<file path="config.mk">
export PLATFORM = sky130hd
export DESIGN_NAME = pc_fetch_unit_flat
export DESIGN_NICKNAME = d
export VERILOG_FILES = /design/src/rtl/pc_fetch_if.sv /design/src/rtl/pc_fetch_unit.sv /design/src/flat_wrapper.sv
export SDC_FILE = /design/constraint.sdc
export NUM_CORES = 1
export LEC_CHECK = 0
export ABC_AREA = 1
export ABC_CLOCK_PERIOD_IN_PS = 3700
export BUFFER_PORTS_ARGS = -buffer_cell sky130_fd_sc_hd__buf_2
export CORE_MARGIN = 2
export CORE_UTILIZATION = 52
export CTS_CLUSTER_DIAMETER = 100
export DETAILED_ROUTE_END_ITERATION = 6
export PLACE_DENSITY = 0.81
export SETUP_SLACK_MARGIN = 0.2
export SYNTH_ARGS = -nofsm -noshare
export SYNTH_HDL_FRONTEND = slang
export SYNTH_SLANG_ARGS = --single-unit
export TNS_END_PERCENT = 100
</file>
<file path="constraint.sdc">
create_clock -name clk -period 3.7 [get_ports clk]
set_input_delay 0.74 -clock clk [delete_from_list [all_inputs] [get_ports clk]]
set_output_delay 0.74 -clock clk [all_outputs]
set_load 0.02 [all_outputs]
</file>
<file path="src/rtl/pc_fetch_if.sv">
// Fetch-stage bundle between the decoder/datapath and the PC unit.
// Controls flow into the unit; the fetch address and exception status flow out.
interface pc_fetch_if;
    logic        branch_taken;
    logic [15:0] branch_imm;
    logic        jump;
    logic [25:0] jump_target;
    logic        jr;
    logic [31:0] jr_addr;
    logic        illop;
    logic        irq;
    logic [31:0] pc;
    logic [31:0] pc_plus4;
    logic        kernel;
    logic        exc_taken;
    logic [31:0] epc;
    logic [1:0]  exc_cause;

    modport master (
        output branch_taken, branch_imm, jump, jump_target, jr, jr_addr, illop, irq,
        input  pc, pc_plus4, kernel, exc_taken, epc, exc_cause
    );

    modport slave (
        input  branch_taken, branch_imm, jump, jump_target, jr, jr_addr, illop, irq,
        output pc, pc_plus4, kernel, exc_taken, epc, exc_cause
    );
endinterface

</file>
<file path="src/rtl/pc_fetch_unit.sv">
// Program counter and next-PC selection for the single-cycle MIPS core.
// PC bit 31 is the kernel flag; address arithmetic wraps within bits [30:0].
module pc_fetch_unit #(
    parameter logic [31:0] RESET_VEC = 32'h8000_0000,
    parameter logic [31:0] ILLOP_VEC = 32'h8000_0004,
    parameter logic [31:0] XADR_VEC  = 32'h8000_0008
) (
    input logic       clk,
    input logic       reset,
    pc_fetch_if.slave bus
);

    typedef enum logic [1:0] {
        CAUSE_NONE  = 2'd0,
        CAUSE_IRQ   = 2'd1,
        CAUSE_ILLOP = 2'd2,
        CAUSE_XADR  = 2'd3
    } cause_t;

    logic [31:0] pc_q;
    logic [31:0] pc_d;
    logic [31:0] pc_plus4;
    logic [31:0] branch_target;
    logic [31:0] jump_addr;
    logic [31:0] epc;
    logic [30:0] branch_off;
    logic        irq_meta;
    logic        irq_s;
    logic        holdoff;
    logic        holdoff_d;
    logic        irq_ok;
    cause_t      cause;

    assign pc_plus4      = {pc_q[31], pc_q[30:0] + 31'd4};
    assign branch_off    = {{13{bus.branch_imm[15]}}, bus.branch_imm, 2'b00};
    assign branch_target = {pc_q[31], pc_plus4[30:0] + branch_off};
    assign jump_addr     = {pc_q[31], pc_plus4[30:28], bus.jump_target, 2'b00};

    // Holdoff masks the interrupt for the first user instruction after a kernel return.
    assign irq_ok = irq_s & ~pc_q[31] & ~holdoff;

    // NOTE: every output of this block gets a default first, so no path leaves a
    // signal unassigned and no latch is inferred.
    always_comb begin
        pc_d      = pc_plus4;
        cause     = CAUSE_NONE;
        epc       = pc_plus4;
        holdoff_d = 1'b0;
        if (bus.illop) begin
            pc_d  = ILLOP_VEC;
            cause = CAUSE_ILLOP;
        end else if (irq_ok) begin
            pc_d  = ILLOP_VEC;
            cause = CAUSE_IRQ;
            epc   = pc_q;
        end else if (bus.jr && (bus.jr_addr[1:0] != 2'b00)) begin
            pc_d  = XADR_VEC;
            cause = CAUSE_XADR;
        end else if (bus.jr) begin
            pc_d      = bus.jr_addr;
            holdoff_d = pc_q[31] & ~bus.jr_addr[31];
        end else if (bus.jump) begin
            pc_d = jump_addr;
        end else if (bus.branch_taken) begin
            pc_d = branch_target;
        end
    end

    // NOTE: state is updated with non-blocking assignments so every flop samples
    // the pre-edge values, which the synchronizer chain depends on.
    always_ff @(posedge clk or posedge reset) begin
        if (reset) begin
            pc_q     <= RESET_VEC;
            irq_meta <= 1'b0;
            irq_s    <= 1'b0;
            holdoff  <= 1'b0;
        end else begin
            pc_q     <= pc_d;
            irq_meta <= bus.irq;
            irq_s    <= irq_meta;
            holdoff  <= holdoff_d;
        end
    end

    assign bus.pc        = pc_q;
    assign bus.pc_plus4  = pc_plus4;
    assign bus.kernel    = pc_q[31];
    assign bus.exc_taken = (cause != CAUSE_NONE);
    assign bus.exc_cause = cause;
    assign bus.epc       = epc;

endmodule

</file>
<file path="src/flat_wrapper.sv">
// flat-port wrapper written by rule: the top's interface ports become plain ports
module pc_fetch_unit_flat 
#(
    parameter logic [31:0] RESET_VEC = 32'h8000_0000,
    parameter logic [31:0] ILLOP_VEC = 32'h8000_0004,
    parameter logic [31:0] XADR_VEC  = 32'h8000_0008
)
  (clk, reset, bus_branch_taken, bus_branch_imm, bus_jump, bus_jump_target, bus_jr, bus_jr_addr, bus_illop, bus_irq, bus_pc, bus_pc_plus4, bus_kernel, bus_exc_taken, bus_epc, bus_exc_cause);
  pc_fetch_if bus_i ();
  input logic clk;
  input logic reset;
  input wire logic [$bits(bus_i.branch_taken)-1:0] bus_branch_taken;
  input wire logic [$bits(bus_i.branch_imm)-1:0] bus_branch_imm;
  input wire logic [$bits(bus_i.jump)-1:0] bus_jump;
  input wire logic [$bits(bus_i.jump_target)-1:0] bus_jump_target;
  input wire logic [$bits(bus_i.jr)-1:0] bus_jr;
  input wire logic [$bits(bus_i.jr_addr)-1:0] bus_jr_addr;
  input wire logic [$bits(bus_i.illop)-1:0] bus_illop;
  input wire logic [$bits(bus_i.irq)-1:0] bus_irq;
  output wire logic [$bits(bus_i.pc)-1:0] bus_pc;
  output wire logic [$bits(bus_i.pc_plus4)-1:0] bus_pc_plus4;
  output wire logic [$bits(bus_i.kernel)-1:0] bus_kernel;
  output wire logic [$bits(bus_i.exc_taken)-1:0] bus_exc_taken;
  output wire logic [$bits(bus_i.epc)-1:0] bus_epc;
  output wire logic [$bits(bus_i.exc_cause)-1:0] bus_exc_cause;
  assign bus_i.branch_taken = bus_branch_taken;
  assign bus_i.branch_imm = bus_branch_imm;
  assign bus_i.jump = bus_jump;
  assign bus_i.jump_target = bus_jump_target;
  assign bus_i.jr = bus_jr;
  assign bus_i.jr_addr = bus_jr_addr;
  assign bus_i.illop = bus_illop;
  assign bus_i.irq = bus_irq;
  assign bus_pc = bus_i.pc;
  assign bus_pc_plus4 = bus_i.pc_plus4;
  assign bus_kernel = bus_i.kernel;
  assign bus_exc_taken = bus_i.exc_taken;
  assign bus_epc = bus_i.epc;
  assign bus_exc_cause = bus_i.exc_cause;
  pc_fetch_unit #(.RESET_VEC(RESET_VEC), .ILLOP_VEC(ILLOP_VEC), .XADR_VEC(XADR_VEC)) u_core (.clk(clk), .reset(reset), .bus(bus_i));
endmodule
</file>
# Yosys cells after proc, flatten, opt, wreduce, memory -nomap -nowiden
# Cells that the tools add are included.
# word_totals
regBits	35
in_bits	81
out_inout_bits	100
wordCells	32
# op_classes
n_addsub	2
n_mux	15
bitwise_logic	6
reduce_logical	4
# op_table
cell	n
two-way mux 32 bit	5
two-way mux 31 bit	3
adder 31 x 3 -> 31 bit, second input constant	1
adder 31 bit	1
two-way mux 2 bit	3
two-way mux 1 bit	4
nonzero test 2 bit	2
nonzero test 4 bit	1
AND 1 bit	3
NOT 1 bit	3
logical AND 1 bit	1

# Longest topological paths before layout
# depth
ltp_word	8
depth_mapped	23
mapped_depth_nobuf	23

# Least setup slack after synthesis
# Ideal clock, no wire load.
# synth_timing
kind	reg-to-reg
start	reg u_core.pc_q[3], in the netlist u_core.bus.pc[3]
end	reg u_core.pc_q[22], in the netlist u_core.bus.pc[22]
setup_ns	0.116
arrival_time_ns	2.925
path_slack_ns	0.658
path_stages_with_launch	17
path_buffers	0
path_cell_list	dfrtp_1 ha_1 nand2_1 inv_2 nand3_1 nor2_1 xor2_1 ha_1 nand2_1 inv_1 a21oi_1 nand3_1 a21oi_1 xor2_1 nand2_1 nand2_1 nand2_1
# synth_between
elab_chain_len	8
# synth_lines
item	line	text
start, declared	pc_fetch_unit.sv:20	logic [31:0] pc_q;
start signal, assigned	pc_fetch_unit.sv:78	pc_q <= pc_d;
adder 31 x 3 -> 31 bit	pc_fetch_unit.sv:34	assign pc_plus4 = {pc_q[31], pc_q[30:0] + 31'd4};
net bus_pc_plus4[12]	flat_wrapper.sv:21	output wire logic [$bits(bus_i.pc_plus4)-1:0] bus_pc_plus4;
adder 31 bit	pc_fetch_unit.sv:36	assign branch_target = {pc_q[31], pc_plus4[30:0] + branch_off};
two-way mux 31 bit	pc_fetch_unit.sv:64	end else if (bus.branch_taken) begin
two-way mux 32 bit	pc_fetch_unit.sv:62	end else if (bus.jump) begin
two-way mux 32 bit	pc_fetch_unit.sv:59	end else if (bus.jr) begin
two-way mux 32 bit	pc_fetch_unit.sv:56	end else if (bus.jr && (bus.jr_addr[1:0] != 2'b00)) begin
two-way mux 32 bit	pc_fetch_unit.sv:52	end else if (irq_ok) begin
two-way mux 32 bit	pc_fetch_unit.sv:49	if (bus.illop) begin
net u_core.pc_d[22]	pc_fetch_unit.sv:21	logic [31:0] pc_d;
# The timed path passes the listed nets, and every way through them passes these cells. The select of a mux whose other input is x is not followed.
# A chain may end at the register's enable or synchronous reset.

# Worst setup path after layout
# layout_timing
start	reg u_core.pc_q[4], in the netlist u_core.bus.pc[4]
end	reg u_core.pc_q[29], in the netlist u_core.bus.pc[29]
# layout_between
elab_chain_len	8
# layout_lines
item	line
adder 31 x 3 -> 31 bit *	pc_fetch_unit.sv:34
adder 31 bit	pc_fetch_unit.sv:36
two-way mux 31 bit	pc_fetch_unit.sv:64
two-way mux 32 bit *	pc_fetch_unit.sv:62
two-way mux 32 bit *	pc_fetch_unit.sv:59
two-way mux 32 bit *	pc_fetch_unit.sv:56
two-way mux 32 bit *	pc_fetch_unit.sv:52
two-way mux 32 bit *	pc_fetch_unit.sv:49
net u_core.pc_d[29]	pc_fetch_unit.sv:21
# Mark *: on every way through the listed nets, which the timed path passes. The rest lies on a longest branch. The select of a mux whose other input is x is not followed.

==> flow_metrics.py <==
metrics = {
    "setup_path": {
        "crit_fanout": 6,
        "end_kind": "flop",
        "worstPathArrival_ps": 3490,
        "start_kind": "flop",
        "critical_path_class": "flop to flop",
        "critical_path_required_ps": 3910,
        "rr_worst_depth": 18,
    },
    "layout": {
        "syn_to_final_growth_pct": 24.7,
        "num_antenna_cells": 0,
        "mostFrequentLayoutCells": "nand2_1 (277), buf_2 (180), inv_1 (125), nor2_1 (83), o21ai_0 (64)",
        "nNetsFinal": 1168,
        "layout_commonest_cell": "nand2_1",
        "fill_cells": 969,
        "drive_above_1_share_pct": 22.2,
    },
    "sta": {
        "tns_ps": 0,
        "slew_violations": 0,
        "timing_hold_violations_final": 0,
        "finalSetupViolCount": 0,
        "timing.final.crit_share_pct": 88.6,
        "setup_ws_ps": 421,
        "max_freq_mhz": 305,
        "period_needed_ps": 3280,
        "worst_pin_slew_ps": 788,
        "rsz0062_at_grt": "no",
        "max_slew_margin_pct": 47.3,
        "skew_ps": 10.0,
    },
    "power": {
        "power.total_w": 0.00159,
        "irDropWorstVdd_v": 0.000144,
        "leakage_nw": 3.70,
        "powerDensity_nw_per_um2": 255,
    },
    "floorplanning": {
        "io_pins": 181,
        "fp.dieH_um": 102,
        "fp.dieW_um": 102,
        "rows": 35,
        "core_sq_um": 9280,
        "dieArea_sq_um": 10400,
        "initial_core_util_pct": 53.7,
    },
    "outcome": {
        "violations": "design-rule violations",
        "outcome": "finished, violations left",
    },
    "logic_synthesis": {
        "syn_area_sq_um": 4990,
        "synth_edf_count": 0,
        "synthAdderAreaFrac_pct": 8.93,
        "async_flop_share_pct": 100,
        "synth_top_cell_by_area": "nand2_1",
        "synth-xor-area-share_pct": 4.04,
        "yosys_register_bits": 35,
        "yosys_warnings": 0,
        "avgSynthCellArea_sq_um": 5.71,
        "synthesis.nets": 990,
        "synth_top_family_by_area": "simple AND/OR/NAND/NOR gates",
        "seq_area_frac_synth_pct": 17.6,
        "synth-simple-area-share_pct": 40.4,
        "synth_compound_area_share_pct": 16.9,
        "synth.distinct_cells": 46,
        "muxShareOfSynthArea_pct": 0,
        "synth_top_area_share_pct": 20.8,
        "ys.flop_type": "dfrtp_1",
        "synth.area.top_cells": "nand2_1 (21%), dfrtp_1 (17%), inv_1 (9.4%), ha_1 (8.5%), nor2_1 (6.5%)",
        "netlist_instances": 874,
    },
    "clock_network": {
        "h-tree-depth": 2,
        "cts_tree": "yes",
        "cts-root-buf": "clkbuf_8",
        "numCtsBuffers": 5,
        "cts_sinks": 35,
        "clock_path_buffers": 2,
        "cts.clk_slew.worst_paths_ps": 80,
        "clk_latency_ps": 300,
    },
    "global_route": {
        "antenna_found_initial": 0,
        "first_global_vias": 5428,
        "overflow": 0,
        "grt_pass1_wl_mm": 28.8,
        "grtUsageTotal_pct": 36.5,
        "grt_max_degree": 47,
    },
    "place": {
        "place_congestion": 1.02,
        "port_buffers": 180,
        "dp_hpwl_mm": 16.3,
        "preCtsSetupSlack_ps": 178,
    },
    "drt": {
        "routed_via_density": 5.30,
        "post_drt_wl_per_cell_um": 16.3,
        "drt_wl_total_mm": 19.2,
        "num_vias": 6269,
        "drtAntennaViolNets": 0,
        "firstDrtPassIters": 7,
        "drcViolationCount": 2,
        "drtIter0Drc": 556,
    },
    "hold_path": {
        "hp-class": "flop to flop",
        "hold-path-cell-count": 0,
    },
    "job": {
        "cap_violations": 0,
    },
}
==> power by group <==
part | total, W | switching [W] | internal, W
Clock | 0.000372 | 0.000154 | 0.000218
Combinational | 0.000773 | 0.000517 | 0.000256
Sequential | 0.000441 | 0.0000349 | 0.000406
Total | 0.00159 | 0.000705 | 0.000881
==> Yosys cell counts, types with 3 or more instances <==
| library cell | n |
|---|---|
| nand4_1 | 13 |
| o21ai_0 | 64 |
| nand3_1 | 56 |
| nand2_1 | 277 |
| o21bai_1 | 8 |
| nor2_1 | 86 |
| and2_1 | 3 |
| xor2_1 | 19 |
| dfrtp_1 | 34 |
| nand2_2 | 5 |
| a21oi_1 | 63 |
| clkbuf_1 | 13 |
| inv_2 | 3 |
| inv_1 | 125 |
| nor2_2 | 5 |
| ha_1 | 34 |
| o211ai_1 | 4 |
| a21o_1 | 4 |
| nand3b_1 | 3 |
| xnor2_1 | 4 |
| nor3_1 | 12 |
| buf_4 | 7 |
==> metrics by stage <==
stage,std cells,area (sq um),hold WS (ps),util [%]
3_3_place_gp,1172,6030,336,65.0
4_1_cts,1180,6160,354,66.3
5_1_grt,1182,6220,374,67.0
3_5_place_dp,1172,6030,338,65.0
2_1_floorplan,874,4990,331,-
6_report,1182,6220,354,67.0
==> area by class of cell <==
cell class              count  area (sq um)  share of cell area (%)
clock inverters             2          35.0                   0.563
well taps                 129           161                    2.59
multi-input cells         685          3570                    57.3
clock buffers               6          82.6                    1.33
repair buffers            195          1010                    16.3
flip-flops and latches     35           877                    14.1
inverters                 130           488                    7.84
==> path summary, 6_finish.rpt <==
path                                   from                end  slack (ps)
max                        u_core.bus.pc[4]  u_core.bus.pc[29]         420
min                         u_core.irq_meta       u_core.irq_s         350
max reg2reg                u_core.bus.pc[4]  u_core.bus.pc[29]         420
min reg2reg                 u_core.irq_meta       u_core.irq_s         350
max in group asynchronous             reset  u_core.bus.pc[31]        2810
min in group asynchronous             reset   u_core.bus.pc[4]         550
==> repair_timing <==
action,CTS,global route
buffers inserted,0,2
setup endpoints to repair,2,8
gates resized for setup,1,8
hold buffers,0,0
gates cloned,0,0
hold endpoints to repair,0,0
pin swaps,0,2
==> logic make-up after synthesis <==
family,after synthesis
compound gates,155
simple gates,472
flops,35
xor+xnor,23
fa+ha+maj,35
buf+inv,154
==> flip-flops by register name, indices dropped and copies added, names as in the netlist <==
name / count
u_core.irq_meta: 1
u_core.bus.pc: 32
u_core.holdoff: 1
u_core.irq_s: 1
==> metal layers <==
metal / global-route usage [%] / share of wire [%] / vias to the layer above
met3: 4.58 / 9.2 / 32
met5: 0 / 0 / -
met2: 56.8 / 44 / 322
met4: 10.5 / 2.4 / 0
li1: - / - / 3153
met1: 53.1 / 44 / 2762
==> worst max-delay path: stages (launching register included) <==
cell,delay [ps]
dfrtp_1,440
nand3_2,230
nor2_4,250
inv_2,80
nor2_4,130
inv_2,40
nor2_2,120
xor2_2,250
inv_1,110
ha_1,360
nand2_1,130
nor2_2,120
inv_1,100
nor2_4,150
and2_1,150
nand2_1,70
nand3_1,90
nand3_1,150
a21oi_1,220
Note: power is estimated with default switching activity, not from simulation.
